==> config.mk <==
export PLATFORM = sky130hd
export DESIGN_NAME = timer_tick_master
export DESIGN_NICKNAME = d
export VERILOG_FILES = /design/src/rtl/timer_tick_master.sv
export SDC_FILE = /design/constraint.sdc
export NUM_CORES = 1
export LEC_CHECK = 0
export ABC_AREA = 1
export CAP_MARGIN = 15
export CORE_UTILIZATION = 40
export CTS_BUF_LIST = sky130_fd_sc_hd__clkbuf_16
export CTS_CLUSTER_DIAMETER = 120
export DETAILED_ROUTE_END_ITERATION = 10
export PLACE_DENSITY = 0.67
export REMOVE_ABC_BUFFERS = 1
export SLEW_MARGIN = 0
export SYNTH_ARGS = -nofsm -noshare
export SYNTH_HDL_FRONTEND = slang
export SYNTH_SLANG_ARGS = --single-unit
==> constraint.sdc <==
create_clock -name clock -period 2.25 [get_ports clock]
set_input_delay 0.3375 -clock clock [delete_from_list [all_inputs] [get_ports clock]]
set_output_delay 0.3375 -clock clock [all_outputs]
set_load 0.02 [all_outputs]
==> src/rtl/timer_tick_master.sv <==
// -----------------------------------------------------------------------------
// timer_tick_master
//
// Purpose
//   Bus initiator that drives the memory-mapped timer peripheral so that it
//   produces a periodic tick without software involvement.
//     - start : samples the period, arms the timer at now+period, and enters
//               running mode.
//     - while running, each TimerInterrupt is serviced by re-arming the timer
//       at now+period, acknowledging the interrupt, and pulsing tick.
//   The block sits beside the CPU on the data-memory bus and obtains the bus
//   through a req/gnt arbiter.
//
// Optional feature (macro TICK_MASTER_COUNT_EN)
//   When defined, two extra outputs are added:
//     tick_count : free-running count of ticks, wraps, cleared by start.
//     overrun    : sticky flag. It is set when TimerInterrupt is still high
//                  in DONE of an interrupt-triggered sequence, which means
//                  the acknowledge was lost. Cleared by reset or start.
//   When the macro is undefined, neither port nor its logic exists.
//
// Ports
//   clock          in   1      single clock, rising edge
//   reset          in   1      synchronous, active-high
//   start          in   1      pulse: load period, arm timer, enter running mode
//   stop           in   1      pulse: leave running mode once the sequence ends
//   period         in   width  tick period in cycles, sampled on start
//   TimerInterrupt in   1      interrupt line from the timer
//   bus_gnt        in   1      arbiter grant for this master
//   rdata          in   width  bus read data (timer cycle value)
//   bus_req        out  1      bus request
//   address        out  width  bus address
//   data           out  width  bus write data
//   MemRead        out  1      bus read strobe
//   MemWrite       out  1      bus write strobe
//   tick           out  1      one-cycle pulse per serviced interrupt
//   running        out  1      running mode active
//   busy           out  1      a bus sequence is in progress (state != IDLE)
//   tick_count     out  width  (TICK_MASTER_COUNT_EN only) tick counter
//   overrun        out  1      (TICK_MASTER_COUNT_EN only) lost-ACK flag
// -----------------------------------------------------------------------------
module timer_tick_master #(
   parameter int unsigned       width                    = 32,
   parameter logic [width-1:0]  currentTimeAddr          = 32'hFFFF001C,
   parameter logic [width-1:0]  acknowledgeInterruptAddr = 32'hFFFF006C,
   parameter int unsigned       MIN_PERIOD               = 2
) (
   input  logic             clock,
   input  logic             reset,
   input  logic             start,
   input  logic             stop,
   input  logic [width-1:0] period,
   input  logic             TimerInterrupt,
   input  logic             bus_gnt,
   input  logic [width-1:0] rdata,
   output logic             bus_req,
   output logic [width-1:0] address,
   output logic [width-1:0] data,
   output logic             MemRead,
   output logic             MemWrite,
   output logic             tick,
   output logic             running,
   output logic             busy
`ifdef TICK_MASTER_COUNT_EN
   ,
   output logic [width-1:0] tick_count,
   output logic             overrun
`endif
);

   // ---------------------------------------------------------------------------
   // State encoding
   // ---------------------------------------------------------------------------
   localparam logic [2:0] IDLE = 3'd0;   // waiting for start or an interrupt
   localparam logic [2:0] REQ  = 3'd1;   // requesting the bus
   localparam logic [2:0] RD   = 3'd2;   // reading the current timer value
   localparam logic [2:0] ARM  = 3'd3;   // writing the new deadline
   localparam logic [2:0] ACK  = 3'd4;   // acknowledging the interrupt
   localparam logic [2:0] DONE = 3'd5;   // tick pulse; lets the timer clear its IRQ

   localparam logic [width-1:0] min_period_w = width'(MIN_PERIOD);

   logic [2:0]       state;
   logic             do_ack;     // current sequence was triggered by an interrupt
   logic [width-1:0] period_q;   // clamped period captured on start
   logic [width-1:0] now_q;      // timer value captured in RD
   logic [width-1:0] period_clamped;
   logic             start_accept;
   logic             irq_accept;

   // A period below MIN_PERIOD could yield a deadline that is already in the
   // past when ARM's write lands one cycle after RD sampled the time.
   assign period_clamped = (period < min_period_w) ? min_period_w : period;

   // start is honoured only from IDLE; in any other state it is dropped.
   assign start_accept = (state == IDLE) && start;

   // An interrupt launches a sequence only while running and not being
   // stopped in this very cycle, so nothing new starts once stop is seen.
   assign irq_accept   = (state == IDLE) && !start && running && !stop && TimerInterrupt;

   // ---------------------------------------------------------------------------
   // Sequencer
   // ---------------------------------------------------------------------------
   // NOTE: every register in clocked blocks is assigned with <= so that all
   // flops update together from values sampled before the edge; blocking
   // assignments here would create order-dependent simulation and mismatch
   // synthesis.
   always_ff @(posedge clock) begin
      if (reset) begin
         state    <= IDLE;
         do_ack   <= 1'b0;
         running  <= 1'b0;
         period_q <= '0;
         now_q    <= '0;
      end else begin
         // stop clears running in any state; an accepted start below is
         // written later in the block and therefore wins in the same cycle.
         if (stop) begin
            running <= 1'b0;
         end

         case (state)
            IDLE: begin
               if (start_accept) begin
                  state    <= REQ;
                  do_ack   <= 1'b0;
                  running  <= 1'b1;
                  period_q <= period_clamped;
               end else if (irq_accept) begin
                  state  <= REQ;
                  do_ack <= 1'b1;
               end
            end

            REQ: begin
               if (bus_gnt) begin
                  state <= RD;
               end
            end

            // In RD, ARM and ACK a missing grant holds the state so the same
            // bus step is retried once the grant returns.
            RD: begin
               if (bus_gnt) begin
                  now_q <= rdata;
                  state <= ARM;
               end
            end

            ARM: begin
               if (bus_gnt) begin
                  state <= do_ack ? ACK : DONE;
               end
            end

            ACK: begin
               if (bus_gnt) begin
                  state <= DONE;
               end
            end

            DONE: begin
               state <= IDLE;
            end

            default: begin
               state <= IDLE;
            end
         endcase
      end
   end

   // ---------------------------------------------------------------------------
   // Bus outputs: purely combinational from state, zero-cycle latency.
   // ---------------------------------------------------------------------------
   // NOTE: every output of this always_comb gets a default before the case;
   // without it, any path that skips an assignment would infer a latch.
   always_comb begin
      bus_req  = 1'b0;
      MemRead  = 1'b0;
      MemWrite = 1'b0;
      address  = '0;
      data     = '0;
      tick     = 1'b0;

      case (state)
         REQ: begin
            bus_req = 1'b1;
         end

         RD: begin
            bus_req = 1'b1;
            address = currentTimeAddr;
            MemRead = bus_gnt;
         end

         ARM: begin
            bus_req  = 1'b1;
            address  = currentTimeAddr;
            data     = now_q + period_q;    // wraps modulo 2^width
            MemWrite = bus_gnt;
         end

         ACK: begin
            bus_req  = 1'b1;
            address  = acknowledgeInterruptAddr;
            data     = '0;
            MemWrite = bus_gnt;
         end

         DONE: begin
            tick = do_ack;
         end

         default: begin
            bus_req = 1'b0;
         end
      endcase
   end

   assign busy = (state != IDLE);

`ifdef TICK_MASTER_COUNT_EN
   // ---------------------------------------------------------------------------
   // Tick statistics
   // ---------------------------------------------------------------------------
   always_ff @(posedge clock) begin
      if (reset) begin
         tick_count <= '0;
         overrun    <= 1'b0;
      end else if (start_accept) begin
         tick_count <= '0;
         overrun    <= 1'b0;
      end else begin
         if (tick) begin
            tick_count <= tick_count + 1'b1;
         end
         // The ACK write has landed by DONE, so a still-high interrupt means
         // the acknowledge was lost.
         if ((state == DONE) && do_ack && TimerInterrupt) begin
            overrun <= 1'b1;
         end
      end
   end
`endif

endmodule

* After elaboration in Yosys (flattened, before gate mapping)
Cells that the tools add are included.
W data, S select, Z words.
** Storage, ports and cells
- Bits in registers :: 69
- Output and inout port bits :: 70
- Word-level logic and storage cells :: 54
** Cells by class
- $add $sub $neg :: 1
- Magnitude comparators :: 1
- Equality and inequality tests :: 10
- Mux-type cells :: 20
- Reduce and logical (&&, ||, !) cells :: 17
** Operators by type and width (number)
- $mux W32 :: 2
- $pmux W32 S2 :: 1
- $add A32 B32 Y32 :: 1
- $lt A32 B2 Y1 const B :: 1
- $mux W3 :: 6
- $pmux W3 S5 :: 1
- $mux W1 :: 10
- $ne A2 B2 Y1 const B :: 4
- $eq A3 B2 Y1 const B :: 2
- $eq A3 B3 Y1 const B :: 2
- $reduce_and A2 Y1 :: 3
- $logic_and A1 B1 Y1 :: 5
- $reduce_and A5 Y1 :: 1
- $reduce_or A2 Y1 :: 2
- $reduce_or A4 Y1 :: 1
- $eq A3 B1 Y1 const B :: 1
- $logic_not A3 Y1 :: 1
- $ne A3 B3 Y1 const B :: 1
- $reduce_bool A3 Y1 :: 1
- $logic_not A1 Y1 :: 2
- $reduce_bool A2 Y1 :: 1

* Depth between registers and ports, before layout
Gate-level depths: netlist of run 1.
- Word-level depth :: 8
- Depth in mapped cells :: 13

* Worst setup path after synthesis of run 1
OpenSTA, ideal clock, no wires.
- Kind :: reg2out
- Start :: register period_q[0]
- End :: output data[24]
- Arrival :: 1806 ps
- Path slack :: 106 ps
- Stages on the path, launching flop included :: 13
- Buffers on the path :: 0
- Cells stage by stage :: dfxtp_1 -> ha_1 -> inv_1 -> fa_1 -> inv_1 -> nand3_1 -> nand3_1 -> nand2_1 -> nand2_1 -> nand2_1 -> nand4_1 -> nand2_1 -> nor2_1
** Between the ends
- Cells in the longest elaborated chain, start to end :: 2
** Ends and longest elaborated chain
- start, declared :: RTL line 85 : logic [width-1:0] period_q;
- start signal, assigned :: RTL line 129 : period_q <= period_clamped;
- $add A32 B32 Y32 :: RTL line 201 : data = now_q + period_q;
- $mux W32 :: RTL line 187 : case (state)
- end, declared :: RTL line 58 : output logic [width-1:0] data,
Every way passes these cells.

* Final worst setup path of run 1
- Start :: register period_q[10]
- End :: output data[29]
The elaborated chain is that of the path after synthesis.

==> impl_metrics.py, run 1 <==
metrics = {
    "run_status": {
        "outcome": "finished, violations left",
        "violations": "design-rule violations, negative setup slack",
    },
    "floorplan": {
        "start_util_pct": 40.85,
        "fp-row-count": 42,
        "dieArea_mm2": 0.01394,
        "die_w_um": 118.1,
        "die_h_um": 118.1,
        "io_pins": 140,
        "core-area_mm2": 0.01319,
    },
    "critical_path": {
        "path_cells": "ha_4 -> nand2_8 -> nor2_4 -> inv_1 -> nor2_1 -> nand2_1 -> nand2_2 -> nand2_1 -> nand3_1 -> nand2_1 -> nor2_2 -> buf_6",
        "rrSetupSlack_ps": 480,
        "cp_common_cell": "nand2_1",
        "r2r-end": "now_q[0]",
        "crit_arrival_ps": 2080,
        "cp_max_fo": 4,
        "startpoint_type": "flop",
        "timing.rr.start": "state[1]",
        "worstSetupEndpoint": "data[29]",
        "critPathCaptureType": "primary output",
        "cp.required_ps": 1910,
        "path_class": "flop to primary output",
        "cp-startpoint": "period_q[10]",
        "r2r_cells": 9,
        "cpMaxStageDelayCell": "dfxtp_4",
        "crit_path_max_incr_delay_ps": 360,
    },
    "routing": {
        "drt-vias-per-instance": 4.936,
        "drc": 2,
        "ant_nets": 0,
        "first_iter_violations": 402,
        "wl_mm": 17.99,
        "vias": 6367,
        "routedWlPerCell_um": 13.94,
        "first_pass_iters": 8,
    },
    "logic_synthesis": {
        "synth_cells": 924,
        "synth_seq_cells": 69,
        "yosysUniqueCellTypes": 28,
        "avgSynthCellArea_um2": 5.831,
        "synth_warnings": 0,
        "netlist_area_mm2": 0.005388,
        "ys_seq_area_share_pct": 25.64,
    },
    "cts": {
        "cts_buffer_depth": 2,
        "root_buffer": "clkbuf_16",
        "clkLatencyLatePin_ps": 340,
        "numCtsBuffers": 9,
        "postCtsHoldBufs": 0,
        "h-tree-depth": 3,
        "cts_tree": "built",
        "cts.sinks": 69,
        "cts.reportedPaths.clkPinSlew_ps": 50,
    },
    "placement": {
        "hpwl_mm": 12.96,
        "io_buffers": 128,
        "place_area_mm2": 0.007177,
        "gp_congestion": 0.9443,
        "place_ws_ps": -413.5,
        "placed_cells": 1262,
    },
    "sta": {
        "min_period_ps": 2414,
        "relSlewSlack_pct": 64.75,
        "rsz0062_at_grt": "yes",
        "post-route-period-util_pct": 107.3,
        "tns_ps": -2895,
        "slew_viol_final": 0,
        "max_freq_mhz": 414.2,
        "tightest_slew_ps": 528.1,
        "finalSetupViolCount": 26,
        "worst_slack_ps": -164.0,
        "worst_clock_skew_ps": 3.476,
        "finalHoldViolCount": 0,
        "worst_hold_slack_ps": 469.5,
    },
    "finish": {
        "drive_gt1_share_pct": 34.29,
        "fin_cells": 1290,
        "area_growth_syn_to_layout_pct": 61.01,
        "nFillCells": 1146,
        "num_antenna_cells": 0,
        "design_area_mm2": 0.008675,
        "final_core_util_pct": 65.77,
        "layout.nets": 1212,
    },
    "global_routing": {
        "grt_max_degree": 32,
        "grt_pass1_wl_mm": 28.47,
        "antenna_found_initial": 0,
        "grt_pass1_vias": 5986,
        "grt-ovfl-total": 0,
        "track_usage_pct": 25.61,
    },
    "pwr": {
        "p_leak_nw": 4.553,
        "pwr_density_cell_mw_per_mm2": 748.3,
        "ir_drop_mv": 0.4663,
        "power_mw": 6.492,
    },
    "min_path": {
        "hold_path_depth": 2,
        "hold_path.class": "flop to flop",
    },
    "job": {
        "maxCapViolations": 0,
    },
}
==> where the power goes <==
part	switching [mW]	total [mW]	internal, mW
registers	0.259	1.78	1.53
logic	1.90	3.50	1.59
clock network	0.495	1.21	0.716
total	2.66	6.49	3.83
==> synthesized netlist by cell type <==
library cell,number,area [um^2]
nor3_2,4,40.04
dfxtp_1,69,1381
nand3_2,1,10.01
nand4_1,5,31.28
nor2_2,10,62.56
inv_1,127,476.7
buf_4,32,240.2
a211oi_1,1,7.510
xnor2_1,7,61.31
clkbuf_1,8,30.03
nor2_1,145,544.3
nand3_1,37,185.2
a21oi_1,67,335.3
inv_2,6,22.52
nand2_2,9,56.30
o21ai_1,1,5.000
ha_1,31,387.9
and2_1,7,43.79
a21o_1,1,7.510
buf_2,11,55.05
nand2_1,285,1070
nand3b_1,1,7.510
o21bai_1,2,15.01
o21ai_0,45,225.2
conb_1,1,3.750
nor2_4,2,22.52
fa_1,1,20.02
nor3_1,8,40.04
==> cells by family (layout without fill, tap and decap cells) <==
| family | after synthesis | in the layout | synth area share, % |
|---|---|---|---|
| other | 1 | 11 | 0.06960 |
| flip-flops | 69 | 69 | 25.64 |
| AND/OR/NAND/NOR | 514 | 514 | 39.22 |
| buffers and inverters | 184 | 364 | 15.30 |
| adder cells (fa/ha/maj) | 32 | 32 | 7.571 |
| XOR/XNOR | 7 | 7 | 1.138 |
| AO/OA/AOI/OAI | 117 | 117 | 11.05 |
==> per-layer routing <==
layer	vias to the layer above	track usage [%]	part of all wire (%)
li1	3191	-	-
met1	2914	34.72	45
met2	230	41.73	47
met3	32	3.537	6.6
met4	0	8.253	2.0
met5	-	0	0
==> cells in the final DEF (no fill, tap or decap), types with 17 or more instances in the layout <==
cell type / netlist / layout
nand2_1: 285 / 216
nor2_1: 145 / 122
inv_1: 127 / 118
buf_4: 32 / 94
clkdlybuf4s50_1: 0 / 76
nand2_2: 9 / 58
a21oi_1: 67 / 46
dfxtp_2: 0 / 45
o21ai_0: 45 / 40
ha_4: 0 / 26
nor2_2: 10 / 24
nand3_1: 37 / 22
dfxtp_1: 69 / 22
buf_6: 0 / 21
dlymetal6s2s_1: 0 / 20
a21oi_2: 0 / 18
nand2_4: 0 / 17
==> worst min-delay path by stage <==
stage	startpoint	end
after floorplan	reset	period_q[10]
after CTS	period_q[30]	period_q[30]
after global placement	period_q[16]	period_q[16]
final	period_q[30]	period_q[30]
after global routing	period_q[27]	period_q[27]
after detailed placement	period_q[16]	period_q[16]
==> registers in the layout, indices dropped and copies added (netlist names) <==
name / flops
running: 1
do_ack: 1
now_q: 32
period_q: 32
state: 3
==> worst max-delay path, delay by kind of cell, from the launching register on <==
family	cells	cell delay, ps
adder cells (fa/ha/maj)	1	320
flip-flops	1	360
AND/OR/NAND/NOR	9	890
buffers and inverters	2	180
==> cell type report <==
class / instances / area, um^2 / share of cell area (%)
multi-input cells: 681 / 4245 / 48.94
inverters: 133 / 514.2 / 5.928
clock buffers: 9 / 225.2 / 2.596
well taps: 176 / 220.2 / 2.539
flip-flops and latches: 69 / 1445 / 16.66
repair buffers: 216 / 2001 / 23.06
clock inverters: 6 / 23.77 / 0.2741
==> what timing repair did <==
action	4_1_cts	5_1_grt
setup buffers	6	7
endpoints found under the hold margin	0	0
resized for setup	338	138
pin swaps	56	48
setup endpoints to repair	32	50
No activity file was read; power rests on OpenSTA's default activity.
==> run 2, diff against run 1 <==
--- a/config.mk
+++ b/config.mk
@@ -11,6 +11,7 @@
 export CTS_BUF_LIST = sky130_fd_sc_hd__clkbuf_16
 export CTS_CLUSTER_DIAMETER = 120
 export DETAILED_ROUTE_END_ITERATION = 10
+export GPL_ROUTABILITY_DRIVEN = 0
 export PLACE_DENSITY = 0.67
 export REMOVE_ABC_BUFFERS = 1
 export SLEW_MARGIN = 0
==> run 2 against run 1 <==
Compared with the run above: the run still ends with design-rule violations, negative setup slack left; sequential power about the same; cell count grew 0.39%; clock power is 5% higher; largest cell class unchanged; clock skew is 5.4 ps higher; critical path depth fell by 2; first-iteration DRC count is 33% higher.
==> impl_metrics.py, run 2 (synthesized netlist as in run 1, its figures left out) <==
metrics = {
    "sta": {
        "worst_clock_skew_ps": 8.868,
        "max_freq_mhz": 401.2,
        "rsz0062_at_grt": "yes",
        "worst_slack_ps": -242.5,
        "tns_ps": -3264,
        "post-route-period-util_pct": 110.8,
        "worst_hold_slack_ps": 471.7,
        "min_period_ps": 2493,
        "finalHoldViolCount": 0,
        "slew_viol_final": 0,
        "finalSetupViolCount": 26,
    },
    "placement": {
        "place_area_mm2": 0.007169,
        "hpwl_mm": 12.71,
        "io_buffers": 128,
    },
    "critical_path": {
        "cp_max_fo": 4,
        "cp_common_cell": "nand2_2",
        "path_cells": "ha_4 -> nor2_2 -> nand2_2 -> nand3_1 -> nand2_2 -> nand2_1 -> nand2_2 -> o21ai_0 -> a21oi_2 -> buf_4",
        "crit_family": "simple AND/OR/NAND/NOR gates",
        "cpMaxStageDelayCell": "dfxtp_2",
        "critPathCaptureType": "primary output",
        "path_class": "flop to primary output",
        "path_buf_inv": 1,
        "crit_path_max_incr_delay_ps": 340,
        "startpoint_type": "flop",
        "cp.required_ps": 1910,
        "crit_arrival_ps": 2160,
    },
    "finish": {
        "drive_gt1_share_pct": 35.30,
        "final_core_util_pct": 66.54,
        "reg_top3": "now_q x32, period_q x32, state x3",
        "design_area_mm2": 0.008777,
        "num_antenna_cells": 0,
        "multi_input_area_mm2": 0.004315,
        "area_growth_syn_to_layout_pct": 62.91,
        "layout.nets": 1216,
        "final_common_cell": "nand2_1",
        "nFillCells": 1101,
        "final_cell_mix": "nand2_1, nor2_1, inv_1, buf_4, clkdlybuf4s50_1",
        "regArea_mm2": 0.001451,
    },
    "floorplan": {
        "die_w_um": 118.1,
        "die_h_um": 118.1,
        "fp-row-count": 42,
        "start_util_pct": 40.85,
        "dieArea_mm2": 0.01394,
        "core-area_mm2": 0.01319,
        "io_pins": 140,
    },
    "routing": {
        "first_pass_iters": 8,
        "vias": 6510,
        "ant_nets": 0,
        "routedWlPerCell_um": 14.68,
        "wl_mm": 19.01,
        "drc": 2,
        "drt-vias-per-instance": 5.027,
        "first_iter_violations": 535,
    },
    "min_path": {
        "hold_path.class": "flop to flop",
    },
    "run_status": {
        "violations": "design-rule violations, negative setup slack",
        "outcome": "finished, violations left",
    },
    "global_routing": {
        "grt-ovfl-total": 0,
        "track_usage_pct": 25.89,
        "antenna_found_initial": 0,
        "met2_usage_pct": 42.43,
        "grt_max_degree": 35,
        "use_met1_pct": 33.87,
        "grt_pass1_wl_mm": 28.90,
        "use_met3_pct": 3.924,
        "top_usage_layer": "met2",
        "grt_pass1_vias": 6040,
    },
    "job": {
        "maxCapViolations": 0,
    },
    "cts": {
        "cts.reportedPaths.clkPinSlew_ps": 60,
        "cts_buffer_depth": 2,
        "clkLatencyLatePin_ps": 340,
        "h-tree-depth": 3,
        "numCtsBuffers": 9,
        "cts_tree": "built",
        "root_buffer": "clkbuf_16",
        "postCtsHoldBufs": 0,
        "cts.sinks": 69,
    },
    "pwr": {
        "pwr_density_cell_mw_per_mm2": 756.8,
        "power_mw": 6.642,
        "ir_drop_mv": 0.4566,
        "p_leak_nw": 4.545,
    },
}
## run 2: cell count changes in the layout (fill, tap and decap cells not counted), sizes merged
cell,before,now
inv,135,133
clkdlybuf4s15,0,1
buf,118,121
dlygate4sd2,2,1
clkdlybuf4s50,76,77
clkinv,4,3
clkinvlp,0,4
## run 2: timing repair
| action | CTS | global route |
|---|---|---|
| gates resized for setup | 339 | 135 |
| buffers inserted | 12 | 6 |
| pin swaps | 57 | 46 |
| endpoints found under the setup margin | 31 | 50 |
## run 2: layout make-up
type / count / area share [%]
multi-input cells: 681 / 49.17
flip-flops and latches: 69 / 16.54
well taps: 176 / 2.509
clock inverters: 7 / 0.4847
repair buffers: 220 / 22.94
inverters: 133 / 5.802
clock buffers: 9 / 2.566
## run 2: power breakdown
group          switching [mW]  leakage (nW)  internal, mW
logic                    1.94          3.84          1.64
clock network           0.535         0.119         0.734
registers               0.268         0.587          1.53
## run 2: tightest hold or removal path: stages (launching register included)
cell and delay, ps:
dfxtp_1 310, nand2_1 60, a21oi_1 60
## run 2: stage by stage
stage	worst slack, ps	cells
after floorplan	-1030	883
after global placement	-366.3	1261
after detailed placement	-422.1	1261
after CTS	-157.1	1289
after global routing	-361.7	1295
final	-242.5	1295
## run 2: worst paths after layout
| path | start | to | slack (ps) | depth (start not counted) |
|---|---|---|---|---|
| worst max-delay path | period_q[2] | data[15] | -240 | 10 |
| worst min-delay path | period_q[30] | period_q[30] | 470 | 2 |
| worst max register to register | state[1] | now_q[0] | 530 | 9 |
| worst min register to register | period_q[30] | period_q[30] | 470 | 2 |
## run 2: per-layer routing
metal	up-vias	routed length [um]
met4	0	672
met5	-	0
met1	2977	7940
met3	56	1422
met2	278	8969
li1	3199	-
